<file path="src/rtl/decode_pkg.sv">
// Shared decode types: opcode enumeration, packed control bundle
// and the reg_mux / pc_mux encodings used by decode_logic and decode_queue.
package decode_pkg;

   typedef enum logic [3:0] {
      OP_NOP    = 4'h0,
      OP_BR     = 4'h1,
      OP_CMP    = 4'h2,
      OP_ADD    = 4'h3,
      OP_SUB    = 4'h4,
      OP_MUL    = 4'h5,
      OP_DIV    = 4'h6,
      OP_LDR    = 4'h7,
      OP_STR    = 4'h8,
      OP_CONST  = 4'h9,
      OP_JMP    = 4'hA,
      OP_RECONV = 4'hB,
      OP_LDS    = 4'hC,
      OP_STS    = 4'hD,
      OP_ILL    = 4'hE,
      OP_RET    = 4'hF
   } opcode_e;

   typedef struct packed {
      logic       reg_we;
      logic       mem_re;
      logic       mem_we;
      logic       nzp_we;
      logic [1:0] reg_mux;
      logic [1:0] arith;
      logic       alu_out;
      logic [1:0] pc_mux;
      logic       smem_re;
      logic       smem_we;
      logic       ret;
      logic       reconv;
      logic       illegal;
   } ctrl_t;

   localparam logic [1:0] REG_MUX_ALU   = 2'b00;
   localparam logic [1:0] REG_MUX_MEM   = 2'b01;
   localparam logic [1:0] REG_MUX_CONST = 2'b10;
   localparam logic [1:0] REG_MUX_SMEM  = 2'b11;

   localparam logic [1:0] PC_MUX_SEQ = 2'd0;
   localparam logic [1:0] PC_MUX_BR  = 2'd1;
   localparam logic [1:0] PC_MUX_JMP = 2'd2;

endpackage

</file>
<file path="src/rtl/decode_logic.sv">
// Combinational opcode -> ctrl_t mapping, reusable by any front end.
// Ports: opcode (4b in), ctrl (ctrl_t out). Macro: DECODE_QUEUE_ILLEGAL_TRAP_EN.
module decode_logic
   import decode_pkg::*;
(
   input  logic [3:0] opcode,
   output ctrl_t      ctrl
);

   always_comb begin
      ctrl = '0;
      case (opcode_e'(opcode))
         OP_BR:  ctrl.pc_mux = PC_MUX_BR;
         OP_CMP: begin
            ctrl.alu_out = 1'b1;
            ctrl.nzp_we  = 1'b1;
         end
         OP_ADD, OP_SUB, OP_MUL, OP_DIV: begin
            ctrl.reg_we  = 1'b1;
            ctrl.reg_mux = REG_MUX_ALU;
            // 2-bit wraparound maps 3..6 onto 0..3
            ctrl.arith   = opcode[1:0] - 2'd3;
         end
         OP_LDR: begin
            ctrl.reg_we  = 1'b1;
            ctrl.reg_mux = REG_MUX_MEM;
            ctrl.mem_re  = 1'b1;
         end
         OP_STR: ctrl.mem_we = 1'b1;
         OP_CONST: begin
            ctrl.reg_we  = 1'b1;
            ctrl.reg_mux = REG_MUX_CONST;
         end
         OP_JMP:    ctrl.pc_mux = PC_MUX_JMP;
         OP_RECONV: ctrl.reconv = 1'b1;
         OP_LDS: begin
            ctrl.reg_we  = 1'b1;
            ctrl.reg_mux = REG_MUX_SMEM;
            ctrl.smem_re = 1'b1;
         end
         OP_STS: ctrl.smem_we = 1'b1;
`ifdef DECODE_QUEUE_ILLEGAL_TRAP_EN
         OP_ILL: ctrl.illegal = 1'b1;
`else
         OP_ILL: ctrl.illegal = 1'b0;
`endif
         OP_RET: ctrl.ret = 1'b1;
         default: ctrl = '0;
      endcase
   end

endmodule

</file>
<file path="src/rtl/decode_queue.sv">
// Instruction decoder feeding a DEPTH-entry FIFO of decoded micro-ops.
// Ports: clk, reset (sync, active-high), flush, in_valid/in_ready/in_instr,
// out_valid/out_ready, out_rd/rs/rt/nzp/imm/ctrl, count, illegal_seen.
// Macro: DECODE_QUEUE_ILLEGAL_TRAP_EN enables the sticky illegal-opcode flag.
module decode_queue
   import decode_pkg::*;
#(
   parameter int INSTR_W    = 16,
   parameter int REG_ADDR_W = 4,
   parameter int IMM_W      = 8,
   parameter int DEPTH      = 2
) (
   input  logic                       clk,
   input  logic                       reset,
   input  logic                       flush,
   input  logic                       in_valid,
   output logic                       in_ready,
   input  logic [INSTR_W-1:0]         in_instr,
   output logic                       out_valid,
   input  logic                       out_ready,
   output logic [REG_ADDR_W-1:0]      out_rd,
   output logic [REG_ADDR_W-1:0]      out_rs,
   output logic [REG_ADDR_W-1:0]      out_rt,
   output logic [2:0]                 out_nzp,
   output logic [IMM_W-1:0]           out_imm,
   output ctrl_t                      out_ctrl,
   output logic [$clog2(DEPTH):0]     count,
   output logic                       illegal_seen
);

   localparam int PW = $clog2(DEPTH);
   localparam int CW = PW + 1;
   localparam int RW = REG_ADDR_W;

   logic [3:0]    dec_op;
   logic [RW-1:0] dec_rd;
   logic [RW-1:0] dec_rs;
   logic [RW-1:0] dec_rt;
   logic [IMM_W-1:0] dec_imm;
   ctrl_t         dec_ctrl;

   assign dec_op  = in_instr[INSTR_W-1 -: 4];
   assign dec_rd  = in_instr[INSTR_W-5 -: RW];
   assign dec_rs  = in_instr[INSTR_W-5-RW -: RW];
   assign dec_rt  = in_instr[INSTR_W-5-2*RW -: RW];
   assign dec_imm = in_instr[IMM_W-1:0];

   decode_logic u_decode (
      .opcode (dec_op),
      .ctrl   (dec_ctrl)
   );

   logic [RW-1:0]    rd_q   [DEPTH];
   logic [RW-1:0]    rs_q   [DEPTH];
   logic [RW-1:0]    rt_q   [DEPTH];
   logic [IMM_W-1:0] imm_q  [DEPTH];
   ctrl_t            ctrl_q [DEPTH];

   logic [PW-1:0] wr_ptr;
   logic [PW-1:0] rd_ptr;
   logic          push;
   logic          pop;

   // in_ready depends only on registered occupancy, never on out_ready
   assign in_ready  = (count < CW'(DEPTH));
   assign out_valid = (count != '0);
   assign push      = in_valid && in_ready && !flush;
   assign pop       = out_valid && out_ready;

   always_ff @(posedge clk) begin
      if (push) begin
         rd_q[wr_ptr]   <= dec_rd;
         rs_q[wr_ptr]   <= dec_rs;
         rt_q[wr_ptr]   <= dec_rt;
         imm_q[wr_ptr]  <= dec_imm;
         ctrl_q[wr_ptr] <= dec_ctrl;
      end
   end

   always_ff @(posedge clk) begin
      if (reset || flush) begin
         wr_ptr <= '0;
         rd_ptr <= '0;
         count  <= '0;
      end else begin
         if (push) wr_ptr <= wr_ptr + 1'b1;
         if (pop)  rd_ptr <= rd_ptr + 1'b1;
         case ({push, pop})
            2'b10:   count <= count + 1'b1;
            2'b01:   count <= count - 1'b1;
            default: count <= count;
         endcase
      end
   end

   logic [RW-1:0] head_rd;

   assign head_rd  = rd_q[rd_ptr];
   assign out_rd   = out_valid ? head_rd        : '0;
   assign out_rs   = out_valid ? rs_q[rd_ptr]   : '0;
   assign out_rt   = out_valid ? rt_q[rd_ptr]   : '0;
   assign out_nzp  = out_valid ? head_rd[RW-1 -: 3] : 3'b000;
   assign out_imm  = out_valid ? imm_q[rd_ptr]  : '0;
   assign out_ctrl = out_valid ? ctrl_q[rd_ptr] : '0;

`ifdef DECODE_QUEUE_ILLEGAL_TRAP_EN
   always_ff @(posedge clk) begin
      if (reset || flush)
         illegal_seen <= 1'b0;
      else if (push && dec_ctrl.illegal)
         illegal_seen <= 1'b1;
   end
`else
   assign illegal_seen = 1'b0;
`endif

endmodule

</file>
<file path="config.mk">
export PLATFORM = sky130hd
export DESIGN_NAME = decode_queue
export DESIGN_NICKNAME = d
export VERILOG_FILES = /design/src/rtl/decode_pkg.sv /design/src/rtl/decode_logic.sv /design/src/rtl/decode_queue.sv
export SDC_FILE = /design/constraint.sdc
export NUM_CORES = 1
export LEC_CHECK = 0
export ABC_AREA = 1
export BUFFER_PORTS_ARGS = -buffer_cell sky130_fd_sc_hd__buf_4
export CAP_MARGIN = 20
export CORE_MARGIN = 2
export CORE_UTILIZATION = 35
export DETAILED_ROUTE_END_ITERATION = 8
export HOLD_SLACK_MARGIN = 0.05
export SLEW_MARGIN = 30
export SYNTH_ARGS = -nofsm -noshare
export SYNTH_HDL_FRONTEND = slang
export SYNTH_SLANG_ARGS = --single-unit
</file>
<file path="constraint.sdc">
create_clock -name clk -period 3.1 [get_ports clk]
set_input_delay 0.155 -clock clk [delete_from_list [all_inputs] [get_ports clk]]
set_output_delay 0.155 -clock clk [all_outputs]
set_load 0.01 [all_outputs]
</file>
==> results by group, run 1 <==
Outcome
  • Outcome: complete, no violations

Job
  • Maxcap violations: 0

CTS
  • H-tree Lvls: 3
  • Post-CTS resize count: 0
  • CTS tree: built
  • Clock sinks: 57
  • CTS clock-pin slew for the worst setup and hold paths: 0.07 ns
  • Root buf cell: clkbuf_8
  • Worst skew pair latency: 0.33 ns
  • Max Root-Sink Buffers: 2
  • CTS Buf Count: 9

Synthesis
  • Synth cell types: 19
  • FF+latch count, synth: 57
  • Ys flop type: edfxtp_1
  • Post-Syn Area: 0.00248 mm2
  • Synth async-reset ratio: 0%
  • Post-synth EDFFs: 52
  • Cells after synthesis: 229
  • Synth Warn #: 0
  • Syn_area_per_cell: 10.8 um2
  • Seq/Total Area, Yosys: 66.9%

Setup path
  • Critical Path Start Type: flop
  • WS Path Type: flop to flop
  • CP endpoint kind: flop
  • Worst path arrival time: 2.09 ns
  • Worst-path maximum fanout: 28
  • CP required: 3.37 ns

Finish
  • Fillers: 647
  • Final nets: 323
  • # diodes: 0
  • Final core occ: 47.8%
  • Area growth syn-to-layout: 31.6%
  • Share of layout cells above drive strength 1: 28.5%
  • Design area: 0.00327 mm2

Power and ir drop
  • Total power: 1.65 mW
  • Pwr dens: 505 mW/mm2
  • Leakage power: 1.37 nW
  • Worst VDD drop: 0.000201 V

Placement
  • Placer congestion estimate: 0.740
  • Port Buffers: 62
  • HPWL Detailed: 2.96 mm
  • Placed inst area: 0.00295 mm2

Global route
  • GR Overflow Total: 0
  • Pin count of the biggest net entering global routing: 29
  • Global-route wire length before repair: 6.86 mm
  • Vias in the first global route: 1525
  • All-Layer GR Usage: 12.0%
  • Antenna violations before repair: 0

Drt
  • Vias: 1695
  • Met2 WL post-DR: 2.36 mm
  • Routed length per instance: 11.5 um
  • Drt first-iter violations: 102
  • Post-route DRC: 0
  • DRT Pass-1 Iters: 4
  • Met1 wire length: 2.03 mm
  • Highest Signal Layer: met4
  • Detailed Route WL: 4.58 mm
  • Vias/cell: 4.26
  • DR WL met3: 164 um
  • Post-DRT Antenna Nets: 0

STA
  • Final Hold Fails: 0
  • F_max: 0.548 GHz
  • Slew Viols, Final: 0
  • Min cycle time layout: 1.82 ns
  • RSZ-0062 raised after global routing: false
  • Final setup fails: 0
  • Fin Setup TNS: 0 ns
  • Worst Tran Pin Value: 0.695 ns
  • Hold Slack: 0.111 ns
  • Final worst path period share: 58.8%
  • Rel. slew slack: 53.6%
  • Fin Clk Skew: 0.00633 ns

Floorplan
  • Site Rows: 30
  • Die Y: 88.2 um
  • Core Region: 0.00683 mm2
  • Die Area: 0.00778 mm2
  • Initial core utilization: 36.3%
  • I/O pins: 65
  • Die width: 88.2 um

Min path
  • Worst min path class: input port to flop
==> where the power goes <==
group | internal (mW) | switching (mW) | total, mW
Sequential | 0.858 | 0.00537 | 0.863
Combinational | 0.0623 | 0.0718 | 0.134
Clock | 0.368 | 0.285 | 0.653
Total | 1.29 | 0.362 | 1.65
==> final timing paths <==
kind	from	endpoint	slack (ns)	depth (start not counted)
worst max-delay path	count[0]	count[1]	1.28	8
worst min-delay path	reset	wr_ptr	0.11	4
worst max register to register	count[0]	count[1]	1.28	8
worst min register to register	rd_ptr	rd_ptr	0.52	2
==> worst max-delay path: stages (launching register included) <==
cell	delay, ns
dfxtp_1	0.39
nor2_4	0.58
nor2_2	0.09
ha_1	0.30
inv_1	0.10
nand2_1	0.06
nor2_1	0.08
nor2_1	0.05
nor2_1	0.10
==> routing by layer <==
layer / track usage, % / vias up
met5: 0 / -
met4: 5.79 / 0
met3: 3.36 / 2
met2: 20.3 / 45
met1: 14.1 / 769
li1: - / 879
==> metrics by stage <==
step	worst slack, ns	std cells
4_1_cts	1.25	398
6_report	1.28	398
2_1_floorplan	0.882	230
3_5_place_dp	1.26	370
3_3_place_gp	1.35	370
5_1_grt	1.11	398
==> final cells by class <==
cell class / instances / area [um2] / share of cell area (%)
Tap cell: 96 / 120 / 3.68
Sequential cell: 57 / 1660 / 50.9
Inverter: 18 / 67.6 / 2.07
Clock inverter: 7 / 71.3 / 2.18
Clock buffer: 9 / 124 / 3.79
Timing Repair Buffer: 77 / 608 / 18.6
Multi-Input combinational cell: 134 / 614 / 18.8
==> cell families after synthesis <==
family	after synthesis	share of synthesized area, %
buf+inv	39	8.67
simple gates	97	15.6
fa+ha+maj	5	2.52
compound gates	30	6.15
other cells	1	0.151
flops	57	66.9
==> state kept, by name (all words and copies together), names as in the netlist, named ones only <==
register,count
rs_q,6
ctrl_q,28
wr_ptr,1
rd_q,8
count,2
rd_ptr,1
imm_q,10
==> synthesized netlist by cell type (3+ instances only) <==
cell type  instances  area share, %
edfxtp_1          52             63
nor2_1            21            3.2
nand2_1           68             10
inv_1             17            2.6
dfxtp_1            5            4.0
a21oi_1           28            5.6
nand3_1            3           0.60
buf_4             17            5.1
buf_2              4           0.81
ha_1               5            2.5
==> repair_timing <==
item	4_1_cts	5_1_grt
setup endpoints to repair	0	0
hold buffers	12	0
endpoints found under the hold margin	24	0
buffers inserted	0	0
==> layout by cell type (no fill, tap or decap), types with 2 or more instances in the layout <==
| cell type | instances |
|---|---|
| nand2_1 | 68 |
| buf_4 | 65 |
| edfxtp_1 | 52 |
| a21oi_1 | 28 |
| nor2_1 | 19 |
| inv_1 | 17 |
| dlygate4sd3_1 | 12 |
| clkbuf_8 | 9 |
| ha_1 | 5 |
| dfxtp_1 | 5 |
| nor2_2 | 3 |
| nand3_1 | 3 |
| clkinvlp_4 | 3 |
| conb_1 | 2 |
| clkinv_2 | 2 |
(Power assumes the default switching activity.)
==> run 2: changes to the inputs <==
==> constraint.sdc (replaced) <==
create_clock -name clk -period 1.6 [get_ports clk]
set_input_delay 0.08 -clock clk [delete_from_list [all_inputs] [get_ports clk]]
set_output_delay 0.08 -clock clk [all_outputs]
set_load 0.01 [all_outputs]
==> run 2 against run 1 <==
Effect of this change:
- non-clock buffer count rose by 4
- clock power increased by 120%
- clock skew about the same
- via count grew 1.7%
- die area stayed put
- setup slack got worse by 1.2 ns
- sequential share of layout area fell by 1.4 points
- critical path type is now flop to primary output
- largest power group unchanged
==> results by group, run 2 (same netlist as run 1, synthesis figures left out) <==
Finish
  • Fin cells: 402 (was 398)
  • Top reg by flops: ctrl_q (unchanged)
  • Final nets: 327 (was 323)
  • Share of layout cells above drive strength 1: 29.7% (was 28.5%)
  • Max reg flops: 28 (unchanged)
  • Commonest non-fill, non-tap cell in the layout: nand2_1 (unchanged)
  • Biggest registers after layout: ctrl_q x28, imm_q x10, rd_q x8 (unchanged)
  • Area growth syn-to-layout: 35.7% (was 31.6%)
  • Fillers: 632 (was 647)
  • # diodes: 0 (unchanged)
  • Commonest non-fill, non-tap cells in the layout: nand2_1, buf_4, edfxtp_1 (unchanged)

Global route
  • GR Overflow Total: 0 (unchanged)
  • Antenna violations before repair: 0 (unchanged)
  • All-Layer GR Usage: 12.8% (was 12.0%)
  • Pin count of the biggest net entering global routing: 28 (was 29)
  • Global-route wire length before repair: 7.33 mm (was 6.86 mm)
  • Vias in the first global route: 1568 (was 1525)

CTS
  • Worst skew pair latency: 0.31 ns (was 0.33 ns)
  • Max Root-Sink Buffers: 2 (unchanged)
  • CTS Buf Count: 9 (unchanged)
  • CTS clock-pin slew for the worst setup and hold paths: 0.06 ns (was 0.07 ns)
  • Clock sinks: 57 (unchanged)
  • CTS tree: built (unchanged)
  • Root buf cell: clkbuf_8 (unchanged)
  • Post-CTS Setup Bufs: 0 (unchanged)
  • H-tree Lvls: 3 (unchanged)

STA
  • Final worst path period share: 93.5%
  • Min cycle time layout: 1.50 ns
  • Fin Clk Skew: 0.00630 ns (was 0.00633 ns)
  • F_max: 0.668 GHz
  • Final setup margin: 0.104 ns (was 1.28 ns)
  • Slew Viols, Final: 0 (unchanged)
  • Final setup fails: 0 (unchanged)
  • Final Hold Fails: 0 (unchanged)
  • RSZ-0062 raised after global routing: false (unchanged)
  • Hold Slack: 0.0708 ns (was 0.111 ns)

Floorplan
  • Site Rows: 30 (unchanged)
  • Die Y: 88.2 um (unchanged)
  • I/O pins: 65 (unchanged)
  • Core Region: 0.00683 mm2 (unchanged)
  • Die width: 88.2 um (unchanged)
  • Initial core utilization: 36.3% (unchanged)
  • Die Area: 0.00778 mm2 (unchanged)

Setup path
  • Critical Path Start Type: flop (unchanged)
  • Worst-path maximum fanout: 27 (was 28)
  • WS Path Type: flop to primary output (was flop to flop)
  • R2r worst-path depth: 8 (unchanged)
  • Worst path arrival time: 1.42 ns (was 2.09 ns)
  • CP endpoint kind: primary output (was flop)
  • CP required: 1.52 ns (was 3.37 ns)

Drt
  • DRT Pass-1 Iters: 4 (unchanged)
  • Post-DRT Antenna Nets: 0 (unchanged)
  • Vias/cell: 4.29 (was 4.26)
  • Vias: 1723 (was 1695)
  • Routed length per instance: 12.0 um (was 11.5 um)
  • Drt first-iter violations: 93 (was 102)
  • Detailed Route WL: 4.82 mm (was 4.58 mm)
  • Post-route DRC: 0 (unchanged)

Placement
  • DP Worst Slack: 0.141 ns (was 1.26 ns)
  • Port Buffers: 62 (unchanged)
  • HPWL Detailed: 3.12 mm (was 2.96 mm)
  • Placer congestion estimate: 0.691 (was 0.740)
  • Post-Place Cells: 372 (was 370)

Outcome
  • Outcome: complete, no violations (unchanged)

Job
  • Maxcap violations: 0 (unchanged)

Power and ir drop
  • Worst VDD drop: 0.000407 V (was 0.000201 V)
  • Leakage power: 1.42 nW (was 1.37 nW)
  • Pwr dens: 1000 mW/mm2 (was 505 mW/mm2)
  • Total power: 3.37 mW (was 1.65 mW)

Min path
  • Worst min path class: input port to flop (unchanged)
  • Worst hold stages: 4 (unchanged)
## run 2: routing by layer
| metal | track usage, % | routed length (um) |
|---|---|---|
| met1 | 15.2 | 1960 |
| met2 | 21.3 | 2600 |
| met3 | 2.61 | 173 |
| met4 | 7.71 | 85 |
| met5 | 0 | 0 |
## run 2: path summary, 6_finish.rpt
kind | slack (ns) | to | start
max | 0.10 | out_ctrl[11] | count[0]
min | 0.07 | wr_ptr | flush
max reg2reg | 0.19 | count[1] | count[1]
min reg2reg | 0.51 | rd_ptr | rd_ptr
## run 2: cell type report
class                      instances  area [um2]  area share, %
inverter                          18        70.1           2.08
sequential                        57        1670           49.4
multi-input combinational        134         618           18.4
clock buffer                      10         138           4.09
timing repair buffer              81         676           20.1
clock inverter                     6        81.3           2.41
tap                               96         120           3.57
## run 2: power by group
part	total (mW)	switching, mW	internal, mW
Combinational	0.275	0.143	0.132
Clock	1.42	0.513	0.907
Sequential	1.67	0.0110	1.66
## run 2: what timing repair did
action,in CTS,in global routing
hold endpoints to repair,25,0
hold buffers,14,0
setup endpoints to repair,4,33
resized for setup,2,5
gates cloned,0,0
## run 2: worst max-delay path: stages, from the launching register on
cell,delay [ns]
dfxtp_2,0.41
nor2_4,0.06
buf_4,0.23
a21oi_1,0.24
buf_4,0.16
## run 2: metrics by stage
| stage | util [%] | cell area, um2 | TNS, ns |
|---|---|---|---|
| detailed placement | 43.8 | 2990 | 0 |
| floorplan | - | 2490 | -10.42 |
| global placement | 43.8 | 2990 | 0 |
| finish | 49.3 | 3370 | 0 |
| CTS | 49.1 | 3350 | 0 |
| global route | 49.3 | 3370 | 0 |
